File: config.mk
export PLATFORM = sky130hd
export DESIGN_NAME = aq_idu_id_wbt_ctrl
export DESIGN_NICKNAME = d
export VERILOG_FILES = /design/src/rtl/aq_idu_id_wbt_ctrl.sv
export SDC_FILE = /design/constraint.sdc
export NUM_CORES = 1
export LEC_CHECK = 0
export BUFFER_PORTS_ARGS = -buffer_cell sky130_fd_sc_hd__buf_2
export CAP_MARGIN = 15
export CORE_ASPECT_RATIO = 1.5
export CORE_MARGIN = 2
export CORE_UTILIZATION = 45
export CTS_BUF_LIST = sky130_fd_sc_hd__clkbuf_8
export CTS_CLUSTER_DIAMETER = 150
export DETAILED_ROUTE_END_ITERATION = 6
export PLACE_DENSITY_LB_ADDON = 0.25
export RECOVER_POWER = 50
export SETUP_SLACK_MARGIN = 0.15
export SLEW_MARGIN = 10
export SYNTH_ARGS = -nofsm -noshare
export SYNTH_HDL_FRONTEND = slang
export SYNTH_SLANG_ARGS = --single-unit
File: constraint.sdc
create_clock -name wb_clk -period 5.6 [get_ports wb_clk]
set_input_delay 0.84 -clock wb_clk [delete_from_list [all_inputs] [get_ports wb_clk]]
set_output_delay 0.84 -clock wb_clk [all_outputs]
set_load 0.02 [all_outputs]
File: src/rtl/aq_idu_id_wbt_ctrl.sv
// WBT sequencer: turns dispatch creates and EX/LSU write-backs into per-entry enables,
// parks colliding write-backs in a small FIFO, and sequences the WBT flush.
module aq_idu_id_wbt_ctrl #(
    parameter int NUM_ENTRY  = 32,
    parameter int PEND_DEPTH = 4
) (
    input  logic                          wb_clk,
    input  logic                          cpurst_b,
    input  logic                          id_create0_vld,
    input  logic [4:0]                    id_create0_idx,
    input  logic                          id_create1_vld,
    input  logic [4:0]                    id_create1_idx,
    input  logic                          iu_yy_xx_cancel,
    input  logic                          wb0_vld,
    input  logic [4:0]                    wb0_idx,
    input  logic                          wb1_vld,
    input  logic [4:0]                    wb1_idx,
    input  logic [2*NUM_ENTRY-1:0]        entry_cnt,
    input  logic                          rtu_flush_req,
    output logic [NUM_ENTRY-1:0]          create0_en_x,
    output logic [NUM_ENTRY-1:0]          create1_en_x,
    output logic [NUM_ENTRY-1:0]          wb_en_x,
    output logic                          rtu_idu_flush_wbt,
    output logic                          ctrl_id_create0_stall,
    output logic                          ctrl_id_create1_stall,
    output logic [$clog2(PEND_DEPTH):0]   ctrl_pend_cnt
);

    localparam int PTR_W = $clog2(PEND_DEPTH);
    localparam int CNT_W = PTR_W + 1;
    localparam logic [0:0] IDLE  = 1'b0;
    localparam logic [0:0] FLUSH = 1'b1;

    logic [0:0]       state_q, state_d;
    logic [4:0]       mem_q [PEND_DEPTH];
    logic [4:0]       mem_d [PEND_DEPTH];
    logic [PTR_W-1:0] rd_ptr_q, rd_ptr_d, wr_ptr_q, wr_ptr_d;
    logic [CNT_W-1:0] cnt_q, cnt_d;
    logic [CNT_W:0]   occ_nxt;

    logic       busy, head_vld;
    logic [4:0] head_idx;
    logic       wb0_v, wb0_blk, wb0_gnt, wb0_push;
    logic       wb1_v, wb1_blk, wb1_gnt, wb1_push;
    logic       gstall, c0_vld, c1_vld, c0_sat, c1_sat, stall0, stall1;

    always_comb begin
        // Reset and flush both freeze the merge and creates
        busy     = !cpurst_b | rtu_flush_req | (state_q == FLUSH);
        state_d  = rtu_flush_req ? FLUSH : IDLE;

        head_vld = (cnt_q != '0) & !busy;
        head_idx = mem_q[rd_ptr_q];
        wb0_v    = wb0_vld & (wb0_idx != 5'd0) & !busy;
        wb0_blk  = head_vld & (wb0_idx == head_idx);
        wb0_gnt  = wb0_v & !wb0_blk;
        wb0_push = wb0_v & wb0_blk;
        wb1_v    = wb1_vld & (wb1_idx != 5'd0) & !busy;
        wb1_blk  = (head_vld & (wb1_idx == head_idx)) | (wb0_gnt & (wb1_idx == wb0_idx));
        wb1_gnt  = wb1_v & !wb1_blk;
        wb1_push = wb1_v & wb1_blk;

        wb_en_x = '0;
        if (head_vld) wb_en_x[head_idx] = 1'b1;
        if (wb0_gnt)  wb_en_x[wb0_idx]  = 1'b1;
        if (wb1_gnt)  wb_en_x[wb1_idx]  = 1'b1;

        mem_d    = mem_q;
        wr_ptr_d = wr_ptr_q;
        if (wb0_push) begin
            mem_d[wr_ptr_d] = wb0_idx;
            wr_ptr_d        = wr_ptr_d + 1'b1;
        end
        if (wb1_push) begin
            mem_d[wr_ptr_d] = wb1_idx;
            wr_ptr_d        = wr_ptr_d + 1'b1;
        end
        rd_ptr_d = rd_ptr_q + PTR_W'(head_vld);
        occ_nxt  = {1'b0, cnt_q} - (CNT_W+1)'(head_vld)
                 + (CNT_W+1)'(wb0_push) + (CNT_W+1)'(wb1_push);
        cnt_d    = occ_nxt[CNT_W-1:0];
        if (busy) begin
            rd_ptr_d = '0;
            wr_ptr_d = '0;
            cnt_d    = '0;
        end

        // Keeping two free slots lets a full collision cycle always be absorbed
        gstall = cnt_q >= CNT_W'(PEND_DEPTH - 2);
        c0_vld = id_create0_vld & (id_create0_idx != 5'd0);
        c1_vld = id_create1_vld & (id_create1_idx != 5'd0);
        c0_sat = (entry_cnt[{id_create0_idx, 1'b1} -: 2] == 2'd2) & !wb_en_x[id_create0_idx];
        c1_sat = (entry_cnt[{id_create1_idx, 1'b1} -: 2] == 2'd2) & !wb_en_x[id_create1_idx];
        stall0 = busy | gstall | (c0_vld & c0_sat);
        stall1 = busy | gstall | (c0_vld & stall0)
               | (c1_vld & (c1_sat | (c0_vld & (id_create1_idx == id_create0_idx))));

        create0_en_x = '0;
        create1_en_x = '0;
        if (c0_vld & !stall0 & !iu_yy_xx_cancel) create0_en_x[id_create0_idx] = 1'b1;
        if (c1_vld & !stall1 & !iu_yy_xx_cancel) create1_en_x[id_create1_idx] = 1'b1;
    end

    always_ff @(posedge wb_clk or negedge cpurst_b) begin
        if (!cpurst_b) begin
            state_q  <= IDLE;
            rd_ptr_q <= '0;
            wr_ptr_q <= '0;
            cnt_q    <= '0;
        end else begin
            state_q  <= state_d;
            rd_ptr_q <= rd_ptr_d;
            wr_ptr_q <= wr_ptr_d;
            cnt_q    <= cnt_d;
        end
    end

    always_ff @(posedge wb_clk) begin
        mem_q <= mem_d;
    end

    pend_no_overflow: assert property (@(posedge wb_clk) disable iff (!cpurst_b)
        occ_nxt <= (CNT_W+1)'(PEND_DEPTH));

    assign rtu_idu_flush_wbt     = (state_q == FLUSH);
    assign ctrl_id_create0_stall = stall0;
    assign ctrl_id_create1_stall = stall1;
    assign ctrl_pend_cnt         = cnt_q;

endmodule
==> results of run 1 <==
==> registers in the layout, summed over array words and instances (netlist names) <==
| name | flops |
|---|---|
| wr_ptr_q | 2 |
| rd_ptr_q | 2 |
| rtu_idu_flush_wbt | 1 |
| mem_q | 20 |
| ctrl_pend_cnt | 3 |
==> Yosys cell counts, types with 8 or more instances <==
library cell / number
inv_1: 17
xnor2_1: 12
o21ai_0: 23
dfxtp_1: 20
or2_2: 9
and3_1: 10
a21o_1: 10
nand2b_1: 11
ha_1: 11
xor2_1: 8
nand3b_1: 12
and3b_1: 8
mux2i_1: 22
nor2_1: 67
or3_1: 8
clkbuf_1: 51
o22ai_1: 15
a21oi_1: 38
nor4_2: 13
nand2_1: 81
nor3_1: 58
buf_2: 10
nand3_1: 34
mux4_2: 37
nor4_1: 25
a22oi_1: 12
dfrtp_1: 8
o211ai_1: 11
==> kinds of logic after synthesis <==
family          synth area share [%]
xor+xnor                       4.380
flops                          10.01
buf+inv                        7.280
compound gates                 22.26
mux                            17.56
simple gates                   35.48
fa+ha+maj                      2.962
other cells                  0.06252
==> cells in the final DEF (no fill, tap or decap), types with 11 or more instances in the layout <==
cell / instances
mux2i_1: 22
buf_4: 54
mux4_2: 37
a21oi_1: 38
dfxtp_1: 20
nor3_1: 58
o22ai_1: 15
nand3_1: 34
xnor2_1: 12
nor4_2: 14
nand2_1: 82
nor2_1: 66
ha_1: 11
clkbuf_1: 25
a22oi_1: 12
nor4_1: 24
o21ai_0: 24
nand2b_1: 11
o211ai_1: 11
nand3b_1: 12
buf_2: 165
inv_1: 17
==> worst max path at each step <==
stage / to
detailed placement: create0_en_x[23]
CTS: create0_en_x[23]
floorplan: create0_en_x[23]
global route: create0_en_x[24]
finish: create0_en_x[24]
global placement: create0_en_x[23]
==> worst max-delay path, delay by kind of cell, from the launching register on <==
kind                   cells  cell delay [ps]
AND/OR/NAND/NOR            4             1400
multiplexers               1              670
flip-flops                 1              510
AO/OA/AOI/OAI              5             1000
buffers and inverters      2              430
XOR/XNOR                   1              220
==> final cells by class <==
cell class                      count  share of cell area (%)
Sequential cell                    28                   8.207
Multi-Input combinational cell    670                   68.37
Clock buffer                        4                  0.7507
Tap cell                          159                   2.713
Timing Repair Buffer              249                   19.09
Inverter                           17                  0.8702
==> routing by layer <==
| metal | track usage (%) | up-vias | wire length (um) |
|---|---|---|---|
| li1 | - | 3394 | - |
| met1 | 39.22 | 3514 | 9382 |
| met2 | 68.15 | 440 | 14380 |
| met3 | 5.427 | 140 | 2052 |
| met4 | 25.96 | 0 | 2361 |
| met5 | 0 | - | 0 |
==> power by group through the flow <==
| stage | combinational, mW | clock (mW) | sequential, mW |
|---|---|---|---|
| floorplan | 0.197 | 0 | 0.206 |
| global placement | 0.311 | 0 | 0.206 |
| detailed placement | 0.312 | 0 | 0.206 |
| CTS | 0.313 | 0.131 | 0.201 |
| global route | 0.339 | 0.136 | 0.202 |
| finish | 0.321 | 0.126 | 0.201 |
==> repair_timing <==
action / CTS / global route
resized for setup: 1 / 8
pin swaps: 0 / 1
buffers inserted: 0 / 1
setup endpoints to repair: 3 / 64
==> through the flow <==
step	setup WS, ps	hold slack (ps)
finish	225.5	457.6
global route	85.41	464.2
floorplan	561.2	494.1
detailed placement	225.9	529.1
CTS	213.7	454.9
global placement	321.7	515.9
==> summary.md, run 1 <==
| Metric | Value |
|---|---|
| DR vias | `7488` |
| Die width | `around 100 um` |
| Via count of the first global-routing pass | `between 7000 and 8000` |
| Die Y-Extent | `around 150 um` |
| Violation count after the first detailed-routing iteration | `between 500 and 600` |
| Max-cap viol count | `0` |
| Cell types occupying the most area after synthesis | `mux4_2 14%, dfxtp_1 6.7%, nand2_1 5.1%` |
| IO Count | `between 150 and 200` |
| Maximum resistive drop on vdd | `around 0.0002 V` |
| Tightest Pin Transition | `1098 ps` |
| Number of cells produced by synthesis | `792` |
| Proportion of synthesized chip area in sequential cells | `approximately 10%` |
| Switching power total | `between 0.2 and 0.3 mW` |
| Level count of the clock H-tree | `1` |
| Worst Reg2Reg Path Length in Cells | `10` |
| GPL Wtd Cong | `about 1.1` |
| RSZ-0062 raised after global routing | `false` |
| Internal Pwr Total | `just under 0.4 mW` |
| Detailed Place HPWL | `22720 um` |
| Number of sinks handled by clock tree synthesis | `28` |
| Yosys Warn Count | `0` |
| Number of synthesized flops with an enable pin | `0` |
| Initial cell density of the core | `46.08%` |
| Largest buffer count on any clock path | `2` |
| Overall die area | `~0.014 mm2` |
| Largest stage delay, worst path | `670 ps` |
| Synth Area per Inst | `approximately 7.6 um2` |
| Leakage component of the power | `around 3.1 nW` |
| Fraction of power consumed by the clock network | `19.5%` |
| Chain of cells forming the critical path | `mux4_2, xnor2_1, nand2_1, o211a_1, or4_4, o221ai_2, a31o_1, a211oi_1, nand4_2, o21bai_4, buf_12, nor4_1, buf_2` |
| Hold WC Path Type | `in -> async` |
| Area used by multi-input combinational logic | `roughly 0.005 mm2` |
| Critical path launch point | `rd_ptr_q[0]` |
| Relative slew slack | `about a quarter` |
| Total gr overflow | `0` |
| Power Total | `between 0.6 and 0.7 mW` |
| Number of I/O port buffers | `~190` |
| Instance area after placement | `0.007269 mm2` |
| Number of cells in the design after placement | `between 1000 and 1500` |
| Detailed-route DRC error count | `0` |
| Combined global-route utilization of all metal layers | `37.59%` |
| Switching portion of total power | `between 30 and 40%` |
| Non-Filler Instances | `about 1100` |
| Register-to-register setup slack | `1910 ps` |
| N_diodes | `0` |
| Largest net degree at the start of global routing | `34` |
| Critical Path Start Type | `flop` |
| Number of buffers added by the clock tree synthesis step | `3` |
| Number of buffers inserted for hold repair after clock tree synthesis | `0` |
| Total of flip-flops plus latches after synthesis | `28` |
| Peak fanout along the critical path | `33` |
| Hold Fails Final Rpt | `0` |
| Routed length per placed instance | `between 20 and 30 um` |
| First-pass GRT wire length | `roughly 42000 um` |
| Final clock skew | `3.577 ps` |
| Final Util | `about 56%` |
| Tmin final | `between 5000 and 6000 ps` |
| Layout filler cell count | `between 1000 and 1500` |
| Number of failing setup endpoints in the final timing report | `0` |
| First drt pass iteration count | `5` |
| Final ANT Viol Nets | `0` |
| Main synth FF type | `dfxtp_1` |
| Sequential group share of total power | `between 30% and 40%` |
| Fraction of the cycle the final worst path needs | `between 90% and 100%` |
| Accumulated negative setup slack | `0 ps` |
| Cell chosen for the clock root | `clkbuf_8` |
| Power per standard cell area | `approximately 88 mW/mm2` |
| Non-Filler Cell Area, Final | `0.007333 mm2` |
| Async SR Flop Fraction | `between 20 and 30%` |
| Area delta synth->final | `22.26%` |
| Placeable core region | `between 0.01 and 0.015 mm2` |
| Final routed wirelength across all metal layers | `roughly 28000 um` |
| Status | `finished clean` |
| Proportion of layout cells with a drive suffix above 1 | `between 30% and 40%` |
| Cell Rows | `between 50 and 60` |
| Worst setup path category | `reg -> out` |
| Critical path capture point type | `output port` |
| Yosys top cell by area | `mux4_2` |
| Slew Viols, Final | `0` |
| Portion of total power attributed to combinational logic | `49.5%` |
| Seq. cell area | `about 600 um2` |
| Antenna violations before repair | `0` |
| Insertion delay to the later sink of the worst-skew pair | `~280 ps` |
| Max Freq | `0.1861 GHz` |
| Data required time of the critical path | `4760 ps` |
| Worst path arrival time | `around 4500 ps` |
| Distinct cell type count after synthesis | `87` |
| TritonCTS clock tree | `built` |
| Number of nets in the finished design | `1074` |
| Portion of synthesized cell area occupied by the leading cell type | `around 14%` |
| Cell area after synthesis | `0.005998 mm2` |
| Destination of the worst register-to-register timing path | `ctrl_pend_cnt[2]` |
| Reg-to-reg startpoint | `rd_ptr_q[0]` |
| Clock Pin Slew Worst Setup and Hold Paths | `90 ps` |
| Detailed-route vias per instance | `6.644` |
| Critical-path cell with the highest stage delay | `mux4_2` |
No activity file was read; power rests on OpenSTA's default activity.
==> inputs of run 2 (changes only) <==
--- a/config.mk
+++ b/config.mk
@@ -8,8 +8,8 @@
 export BUFFER_PORTS_ARGS = -buffer_cell sky130_fd_sc_hd__buf_2
 export CAP_MARGIN = 15
 export CORE_ASPECT_RATIO = 1.5
-export CORE_MARGIN = 2
-export CORE_UTILIZATION = 45
+export CORE_MARGIN = 3
+export CORE_UTILIZATION = 54
 export CTS_BUF_LIST = sky130_fd_sc_hd__clkbuf_8
 export CTS_CLUSTER_DIAMETER = 150
 export DETAILED_ROUTE_END_ITERATION = 6
==> summary.md, run 2 (synthesis gave the netlist of run 1 again) <==
| Metric | Value |
|---|---|
| Status | `finished clean` |
| Hold WC Path Type | `in -> async` |
| Via count of the first global-routing pass | `7456 (+0.58%)` |
| Detailed-route vias per instance | `6.961 (+4.8%)` |
| Critical Path Start Type | `flop` |
| Non-Filler Instances | `1095 (-2.8%)` |
| Number of failing setup endpoints in the final timing report | `0 (unchanged)` |
| Maximum resistive drop on vdd | `0.0002214 V (+11%)` |
| Die width | `92.06 um (-6.3%)` |
| Portion of total power attributed to combinational logic | `46.3% (-3.2 points)` |
| Largest delay contributor family on the critical path | `simple AND/OR/NAND/NOR gates` |
| Overall die area | `0.01243 mm2 (-13%)` |
| Largest net degree at the start of global routing | `34 (unchanged)` |
| Antenna violations before repair | `0 (unchanged)` |
| Worst path arrival time | `4560 ps (+30 ps)` |
| Largest stage delay, worst path | `630 ps (-40 ps)` |
| Number of cells on the critical path | `13 (unchanged)` |
| Layout filler cell count | `1019 (-23%)` |
| Final ANT Viol Nets | `0 (unchanged)` |
| Final clock skew | `1.393 ps (-2.184 ps)` |
| Largest register by flop count | `mem_q` |
| Tmin final | `5401 ps (+26.67 ps)` |
| RSZ-0062 raised after global routing | `false` |
| Routed met1 length | `8563 um (-8.7%)` |
| Met2 wirelength from detailed routing | `13090 um (-9.0%)` |
| Relative slew slack | `27.49% (+1.8 points)` |
| Critical-path cell with the highest stage delay | `mux4_2` |
| Max Freq | `0.1851 GHz (-0.49%)` |
| Initial cell density of the core | `56.03% (+10 points)` |
| Total gr overflow | `0 (unchanged)` |
| Proportion of layout cells with a drive suffix above 1 | `32.21% (-0.54 points)` |
| Die Y-Extent | `135.1 um (-7.1%)` |
| Fraction of the cycle the final worst path needs | `96.45% (+0.48 points)` |
| Highest-count cells in the layout ignoring fill and taps | `171 x buf_2, 81 x nand2_1, 65 x nor2_1` |
| Number of I/O port buffers | `191 (unchanged)` |
| Placeable core region | `0.01071 mm2 (-18%)` |
| Cell chosen for the clock root | `clkbuf_8` |
| Top metal layer carrying routed signals | `met4` |
| Worst path bufs/invs | `2 (unchanged)` |
| Max-cap viol count | `0 (unchanged)` |
| Worst Reg2Reg Path Length in Cells | `10 (unchanged)` |
| Peak fanout along the critical path | `33 (unchanged)` |
| Largest buffer count on any clock path | `2 (unchanged)` |
| Instance area after placement | `0.007101 mm2 (-2.3%)` |
| Detailed-route DRC error count | `0 (unchanged)` |
| First-pass GRT wire length | `41220 um (-2.1%)` |
| Leakage component of the power | `3.023 nW (-1.7%)` |
| Worst setup path category | `reg -> out` |
| Clock Pin Slew Worst Setup and Hold Paths | `90 ps (about the same)` |
| Routed length per placed instance | `24.57 um (-1.7%)` |
| Switching portion of total power | `37.63% (-1.9 points)` |
| First drt pass iteration count | `5 (unchanged)` |
| Level count of the clock H-tree | `1 (unchanged)` |
| Non-Filler Cell Area, Final | `0.007191 mm2 (-1.9%)` |
| Switching power total | `0.2540 mW (-0.96%)` |
| Fraction of power consumed by the clock network | `23.9% (+4.4 points)` |
| Number of sinks handled by clock tree synthesis | `28 (unchanged)` |
| Data required time of the critical path | `4760 ps (about the same)` |
| Critical path capture point type | `output port` |
| Number of buffers inserted for hold repair after clock tree synthesis | `0 (unchanged)` |
| Insertion delay to the later sink of the worst-skew pair | `280 ps (about the same)` |
| Sequential group share of total power | `29.8% (-1.3 points)` |
| Combined global-route utilization of all metal layers | `42.69% (+5.1 points)` |
| Area delta synth->final | `19.88%` |
| Number of nets in the finished design | `1056 (-1.7%)` |
| IO Count | `194 (unchanged)` |
| Number of cells in the design after placement | `1087 (-3.1%)` |
| DR vias | `7622 (+1.8%)` |
| Power per standard cell area | `93.84 mW/mm2 (+6.2%)` |
| Number of buffers added by the clock tree synthesis step | `3 (unchanged)` |
| Cell Rows | `46 (-9.8%)` |
| Accumulated negative setup slack | `0 ps (unchanged)` |
| Leading cell type in the layout, fill and taps excluded | `buf_2` |
| Slew Viols, Final | `0 (unchanged)` |
| Hold Fails Final Rpt | `0 (unchanged)` |
| Detailed Place HPWL | `21320 um (-6.2%)` |
| Chain of cells forming the critical path | `mux4_2, xnor2_2, nand4_4, o211a_1, or4_4, o221ai_2, a31o_1, a211oi_1, nand4_2, o21bai_4, buf_12, nor4_1, buf_2` |
| TritonCTS clock tree | `built` |
| Internal Pwr Total | `0.4208 mW (+7.4%)` |
| Amount of wire on met3 after detailed routing | `2694 um (+31%)` |
| Violation count after the first detailed-routing iteration | `816 (+49%)` |
| Final routed wirelength across all metal layers | `26910 um (-4.5%)` |
| GPL Wtd Cong | `1.085 (+0.38%)` |
| Tightest Pin Transition | `1079 ps (-18.46 ps)` |
| Flip-flop count of the largest register after layout | `20 (unchanged)` |
run 2: cell type report:
type                    instances  area (um2)  share of cell area (%)
flip-flops and latches         28       601.8                   8.370
clock inverters                 1       30.03                  0.4176
inverters                      17       63.81                  0.8874
diodes                          1       2.502                 0.03480
repair buffers                231        1272                   17.70
clock buffers                   3       41.29                  0.5742
multi-input cells             670        4999                   69.51
well taps                     144       180.2                   2.506
run 2: power groups by stage:
stage	logic [mW]	clock network [mW]	registers, mW
after floorplan	0.197	0	0.206
after detailed placement	0.301	0	0.206
after CTS	0.302	0.165	0.201
after global placement	0.298	0	0.206
final	0.312	0.161	0.201
after global routing	0.331	0.171	0.201
run 2: what timing repair did:
item	in CTS	in global routing
resized for setup	1	11
setup endpoints to repair	15	64
gates cloned	0	0
endpoints found under the hold margin	0	0
pin swaps	0	1
setup buffers	0	3
run 2: layer usage:
| metal | track usage [%] | vias up |
|---|---|---|
| met3 | 9.197 | 195 |
| met4 | 34.21 | 0 |
| met2 | 73.66 | 583 |
| met5 | 0 | - |
| met1 | 44.25 | 3477 |
| li1 | - | 3367 |
run 2: stage by stage:
stage | total power [mW] | hold WS [ps] | util, % | setup slack [ps]
floorplan | 0.4034 | 494.1 | - | 561.2
global placement | 0.5032 | 507.3 | 66.33 | 312.7
detailed placement | 0.5072 | 518.5 | 66.33 | 176.4
CTS | 0.6684 | 389.5 | 67.01 | 150.4
global route | 0.7027 | 387.3 | 67.15 | 101.5
finish | 0.6748 | 388.9 | 67.17 | 198.9
run 2: worst paths after layout:
check,slack [ps],from,endpoint
setup / recovery,200,rd_ptr_q[0],create0_en_x[1]
hold / removal,390,cpurst_b,wr_ptr_q[1]
setup reg to reg,2000,rd_ptr_q[0],ctrl_pend_cnt[2]
hold reg to reg,550,mem_q[3],mem_q[3]
max in group asynchronous,5020,cpurst_b,rd_ptr_q[0]
min in group wb_clk,550,mem_q[3],mem_q[3]
